<file path="config.mk">
export PLATFORM = sky130hd
export DESIGN_NAME = spi_dac_single_channel
export DESIGN_NICKNAME = d
export VERILOG_FILES = /design/src/rtl/spi_dac_single_channel.sv
export SDC_FILE = /design/constraint.sdc
export NUM_CORES = 1
export LEC_CHECK = 0
export CELL_PAD_IN_SITES_DETAIL_PLACEMENT = 0
export CELL_PAD_IN_SITES_GLOBAL_PLACEMENT = 1
export CORE_ASPECT_RATIO = 1.25
export CORE_MARGIN = 4
export CORE_UTILIZATION = 50
export CTS_BUF_LIST = sky130_fd_sc_hd__clkbuf_4 sky130_fd_sc_hd__clkbuf_8
export DETAILED_ROUTE_END_ITERATION = 6
export GPL_TIMING_DRIVEN = 0
export PLACE_DENSITY = 0.81
export SETUP_SLACK_MARGIN = 0.02
export SYNTH_ARGS = -nofsm -noshare
export SYNTH_HDL_FRONTEND = slang
export SYNTH_SLANG_ARGS = --single-unit
</file>
<file path="constraint.sdc">
create_clock -name clk_i -period 6.2 [get_ports clk_i]
set_input_delay 1.24 -clock clk_i [delete_from_list [all_inputs] [get_ports clk_i]]
set_output_delay 1.24 -clock clk_i [all_outputs]
set_load 0.005 [all_outputs]
</file>
<file path="src/rtl/spi_dac_single_channel.sv">
// Button-triggered SPI writer for a single-channel DAC: one rising edge on
// button_i sends one NBITS-bit frame of DATA, MSB first, SPI mode 0.
module spi_dac_single_channel #(
   parameter int               NBITS = 24,
   parameter logic [NBITS-1:0] DATA  = 24'h30_8000,
   parameter int               DIV   = 2
) (
   input  logic clk_i,
   input  logic rst_i,
   input  logic button_i,
   output logic mosi_o,
   output logic sck_o,
   output logic cs_o,
   output logic eow_o
);

   localparam int BW = (NBITS > 1) ? $clog2(NBITS) : 1;
   localparam int DW = (DIV > 1) ? $clog2(DIV) : 1;

   typedef enum logic [1:0] {S_IDLE, S_LOAD, S_SHIFT, S_DONE} state_t;

   state_t           r_state, w_nxt;
   logic             r_sync1, r_sync2, r_btn_d;
   logic [NBITS-1:0] r_shreg;
   logic [BW-1:0]    r_bit;
   logic [DW-1:0]    r_div;
   logic             r_sck, r_cs, r_eow;
   logic             w_start, w_phase_end, w_last;

   assign w_start     = r_sync2 & ~r_btn_d;
   assign w_phase_end = (r_div == DW'(DIV - 1));
   assign w_last      = (r_bit == BW'(NBITS - 1));

   always_ff @(posedge clk_i or posedge rst_i) begin
      if (rst_i) begin
         r_sync1 <= 1'b0;
         r_sync2 <= 1'b0;
         r_btn_d <= 1'b0;
      end else begin
         r_sync1 <= button_i;
         r_sync2 <= r_sync1;
         r_btn_d <= r_sync2;
      end
   end

   always_ff @(posedge clk_i or posedge rst_i) begin
      if (rst_i) r_state <= S_IDLE;
      else       r_state <= w_nxt;
   end

   always_comb begin
      w_nxt = r_state;
      case (r_state)
         S_IDLE:  if (w_start) w_nxt = S_LOAD;
         S_LOAD:  w_nxt = S_SHIFT;
         S_SHIFT: if (w_phase_end && r_sck && w_last) w_nxt = S_DONE;
         S_DONE:  w_nxt = S_IDLE;
         default: w_nxt = S_IDLE;
      endcase
   end

   // Outputs are registered from the next state so they change on the same
   // edge as the state and never glitch.
   always_ff @(posedge clk_i or posedge rst_i) begin
      if (rst_i) begin
         r_shreg <= '0;
         r_bit   <= '0;
         r_div   <= '0;
         r_sck   <= 1'b0;
         r_cs    <= 1'b1;
         r_eow   <= 1'b0;
      end else begin
         r_cs  <= !(w_nxt == S_LOAD || w_nxt == S_SHIFT);
         r_eow <= (w_nxt == S_DONE);
         case (r_state)
            S_IDLE: begin
               if (w_nxt == S_LOAD) r_shreg <= DATA;
               r_bit <= '0;
               r_div <= '0;
               r_sck <= 1'b0;
            end
            S_LOAD: begin
               r_bit <= '0;
               r_div <= '0;
               r_sck <= 1'b0;
            end
            S_SHIFT: begin
               if (w_phase_end) begin
                  r_div <= '0;
                  r_sck <= ~r_sck;
                  // End of a high phase: SCK falls and the next bit appears.
                  if (r_sck) begin
                     r_shreg <= {r_shreg[NBITS-2:0], 1'b0};
                     if (!w_last) r_bit <= r_bit + BW'(1);
                  end
               end else begin
                  r_div <= r_div + DW'(1);
               end
            end
            default: begin
               r_shreg <= '0;
               r_sck   <= 1'b0;
            end
         endcase
      end
   end

   assign mosi_o = r_shreg[NBITS-1];
   assign sck_o  = r_sck;
   assign cs_o   = r_cs;
   assign eow_o  = r_eow;

endmodule

</file>
-- Word level (Yosys, flattened, before mapping)
Index checks and enable logic that the tools add are counted.
- register bits after elaboration: 38
- bits in latches: 0
- RAM bits: 0
- bits in read-only memories: 0
- input bits: 3
- output and inout port bits: 4
- logic and storage cells: 51
- memories: 0
- add/sub/neg operators: 2
- multipliers: 0
- div/mod/pow operators: 0
- $lt $le $gt $ge: 0
- eq/ne operators: 11
- shifts and indexed selects: 0
- multiplexer cells: 15
- bitwise operators: 4
- reductions and logical operators: 9
- operators by type and width (operator ; count):
    $mux W24 ; 3
    $pmux W24 S3 ; 1
    $mux W5 ; 3
    $pmux W5 S2 ; 1
    $eq A2 B2 Y1 const B ; 4
    $ne A2 B2 Y1 const B ; 4
    $pmux W2 S4 ; 1
    $reduce_and A4 Y1 ; 2
    $add A5 B1 Y5 const B ; 1
    $eq A5 B5 Y1 const B ; 1
    $eq A2 B1 Y1 const B ; 2
    $mux W2 ; 2
    $mux W1 ; 3
    $not A1 Y1 ; 3
    $logic_and A1 B1 Y1 ; 2
    $logic_not A2 Y1 ; 1
    $pmux W1 S2 ; 1
    $reduce_bool A2 Y1 ; 1
    $reduce_or A2 Y1 ; 1
    $add A1 B1 Y1 const B ; 1
    $and A1 B1 Y1 ; 1
    $logic_not A1 Y1 ; 1
    $logic_or A1 B1 Y1 ; 1

-- Longest topological paths before layout
- depth in word-level cells: 7
- mapped depth: 9
- depth with buffers taken out: 9

-- Least setup slack after synthesis
Ideal clock, no wire load.
- kind: reg2reg
- start: register r_state[0]
- end: register r_shreg[16]
- data arrival time: 2.048 ns
- required time: 6.121 ns
- slack: 4.072 ns
- stages on the path, launching flop included: 10
- path buffers: 0
- cells stage by stage: dfrtp_1 -> inv_1 -> ha_1 -> nor2_1 -> a31o_2 -> nor2_1 -> ha_1 -> inv_1 -> a211oi_4 -> mux2i_1
- cells in the longest elaborated chain, start to end: 5
- ends and longest elaborated chain (element ; line ; RTL):
    from (decl) ; 22 ; state_t r_state, w_nxt;
    from (signal assigned) ; 48 ; else r_state <= w_nxt;
    $eq A2 B2 Y1, or another cell as far along ; 53 ; case (r_state)
    $pmux W2 S4 * ; 53 ;
    via w_nxt[0] ; 22 ;
    $eq A2 B1 Y1 * ; 77 ; if (w_nxt == S_LOAD) r_shreg <= DATA;
    $ne A2 B2 Y1 (no source line) * ; - ;
    $reduce_and A4 Y1 (no source line) * ; - ;
    to (signal assigned) ; 93 ; r_shreg <= {r_shreg[NBITS-2:0], 1'b0};
    to (decl) ; 24 ; logic [NBITS-1:0] r_shreg;
Mark *: on every way through the listed nets, which the timed path passes. The rest lies on a longest branch.
A chain may end at the register's enable or synchronous reset.

-- Worst setup path in the final report
- start: register r_sck (netlist: sck_o)
- end: output port sck_o
- RTL lines (element ; line ; RTL):
    from (decl) ; 27 ; logic r_sck, r_cs, r_eow;
    from (signal assigned) ; 90 ; r_sck <= ~r_sck;
    to (decl) ; 12 ; output logic sck_o,
No word-level cell between the ends.

==> reports/metrics.yaml <==
synth-async-reset-ratio_pct: 100
arrival_ps: 1370
die_w_um: 49.8
drt_first_iter_violations: 21
p_seq_share_pct: 40.6
grt_use_met1_pct: 19.5
yosys-top-cells-area: "dfrtp_1, ha_1, mux2i_1"
hold_buffers: 0
gp_congestion: 0.766
reg2reg_depth: 9
power.density_nw_per_um2: 434
synth_edf_count: 0
switching_share_pct: 36.5
p_switching_mw: 0.192
rrSetupSlack_ps: 3750
min-delay-start: "r_sync1$_DFF_PP0_"
setup_viol: 0
critPathKind: "flop to output port"
routedWlPerCell_um: 13.0
worst_pin_slew_ps: 835
postCtsSetupBuffers: 0
fillers: 183
synth.cell_area_um2: 1090
intPower_mw: 0.334
r2r_start: "r_state[0]$_DFF_PP0_"
clk_pin_slew_ps: 120
grt_max_degree: 24
ys.flop_type: "dfrtp_1"
hold_depth: 0
ir_drop_v: 0.000312
power_frac_comb_pct: 45.7
multiInputGateArea_um2: 444
finalMaxSlewViolations: 0
cpLargestDelayFamily: "buffers and inverters"
start_util_pct: 54.0
via_count: 717
wl_um: 1670
skew_ps: 7.47
slew_headroom_pct: 44.3
ctsLongestPathBuffers: 2
grt_use_total_pct: 14.4
crit_buf_inv: 1
first_pass_iters: 4
antenna_left: 0
final_cell_mix: "dfrtp_1, inv_1, nand2_1"
path_cells: "clkdlybuf4s50_1"
io_buffer_count: 6
coreArea_um2: 2030
cts_resized: 0
hold_path_class: "flop to flop"
finalCritPeriodShare_pct: 42.1
worstSkewPairLatency_ps: 310
cpMaxStageDelayCell: "clkdlybuf4s50_1"
rsz0062_at_grt: "no"
dieArea_um2: 3000
leakage_nw: 0.557
clock.fmax_mhz: 383
clockPowerShare_pct: 13.7
synth_cell_types: 33
critPathRequiredTime_ps: 4960
yosysWarnings: 0
drc: 0
syn-instance-count: 98
cp-start-kind: "flop"
synth_top_area_share_pct: 50.3
grt_pass1_wl_um: 3310
cts.sink_count: 23
ctsRootBufferMaster: "clkbuf_4"
gr-usage-met3_pct: 2.99
yosys.area.top_type: "dfrtp_1"
overflow: 0
cp_max_fo: 7
syn-num-nets: 108
dp_hpwl_um: 1190
htree_num_levels: 1
first_global_vias: 765
boundaryPins: 7
nets: 119
endpoint_kind: "output port"
yosysSeqAreaShare_pct: 52.7
diodes: 0
syn_avg_cell_area_um2: 11.2
slowest_delay_ps: 560
ff_latch_area_um2: 577
cts_tree: "done"
max_cap_viol_count: 0
die_h_um: 60.3
num_rows: 18
synth-seq-cells: 23
antenna_found_initial: 0
final.min_clock_period_ps: 2610
post_drt_via_cell_ratio: 5.60
cts_made_buffers: 3
drive_gt1_share_pct: 11.1
use_met2_pct: 22.5
hold_end: "r_sync2$_DFF_PP0_"
area_delta_synth_final_pct: 10.5
power_mw: 0.525
final_hold_viol_count: 0
layout_commonest_cell: "dfrtp_1"
grt.busiest_layer: "met2"
status: "complete, no violations"
r2r_end: "r_shreg[16]$_DFFE_PP0P_"
fin_tns_setup_ps: 0
hold_ws_ps: 365
## power groups by stage
stage / logic [mW] / clock network [mW] / registers [mW]
final: 0.240 / 0.0722 / 0.213
after global routing: 0.271 / 0.0826 / 0.220
after CTS: 0.244 / 0.0765 / 0.213
after detailed placement: 0.242 / 0 / 0.216
after global placement: 0.238 / 0 / 0.215
after floorplan: 0.187 / 0 / 0.212
## cell usage after synthesis (2+ instances only)
cell       number
dfrtp_1        22
inv_1          14
nand2_1        11
ha_1            7
mux2i_1         6
o21ai_0         4
nor3_1          3
a2bb2oi_1       2
nand3_1         2
nor2_1          2
o22ai_1         2
o31ai_1         2
## per-layer routing
| metal | routed length, um | share of wire, % |
|---|---|---|
| met3 | 47 | 2.8 |
| met1 | 816 | 49 |
| met5 | 0 | 0 |
| met2 | 761 | 46 |
| met4 | 40 | 2.4 |
## sequential cells by signal, indices dropped and copies added (netlist names)
name     cells
eow_o        1
r_shreg      9
r_div        1
r_sync1      1
r_sync2      1
r_btn_d      1
sck_o        1
r_state      2
r_bit        5
cs_o         1
## area by class of cell
class | instances | share of cell area (%)
multi-input combinational | 58 | 36.7
buffer | 3 | 1.66
clock buffer | 4 | 2.48
sequential | 23 | 47.7
inverter | 14 | 4.35
timing repair buffer | 6 | 4.97
tap | 20 | 2.07
## per-stage QoR
step	area [um^2]	worst slack [ps]	util, %	instances
6_report	1210	3590	59.6	128
5_1_grt	1210	3540	59.6	128
4_1_cts	1210	3580	59.6	128
3_3_place_gp	1180	3790	58.1	124
3_5_place_dp	1180	3790	58.1	124
2_1_floorplan	1090	4070	-	98
## logic make-up (layout without fill, tap and decap cells)
kind of cell | count (synthesis) | count (layout) | synth area share [%]
AOI/OAI and AO/OA | 19 | 19 | 14.0
and+or+nand+nor | 25 | 25 | 12.4
xor gates and xnor gates | 1 | 1 | 0.801
muxes | 6 | 6 | 5.49
DFF | 23 | 23 | 52.7
buffers and inverters | 17 | 27 | 6.64
adders and majority gates | 7 | 7 | 8.01
## how the worst max path moves through the flow
stage / from / end / slack, ps / cells past startpoint
finish: sck_o$_DFFE_PP0N_ / sck_o / 3590 / 1
global route: sck_o$_DFFE_PP0N_ / sck_o / 3540 / 1
CTS: sck_o$_DFFE_PP0N_ / sck_o / 3580 / 1
detailed placement: r_state[0]$_DFF_PP0_ / r_shreg[16]$_DFFE_PP0P_ / 3790 / 9
global placement: r_state[0]$_DFF_PP0_ / r_shreg[16]$_DFFE_PP0P_ / 3790 / 9
floorplan: r_state[0]$_DFF_PP0_ / r_shreg[16]$_DFFE_PP0P_ / 4070 / 9
(Power assumes the default switching activity.)
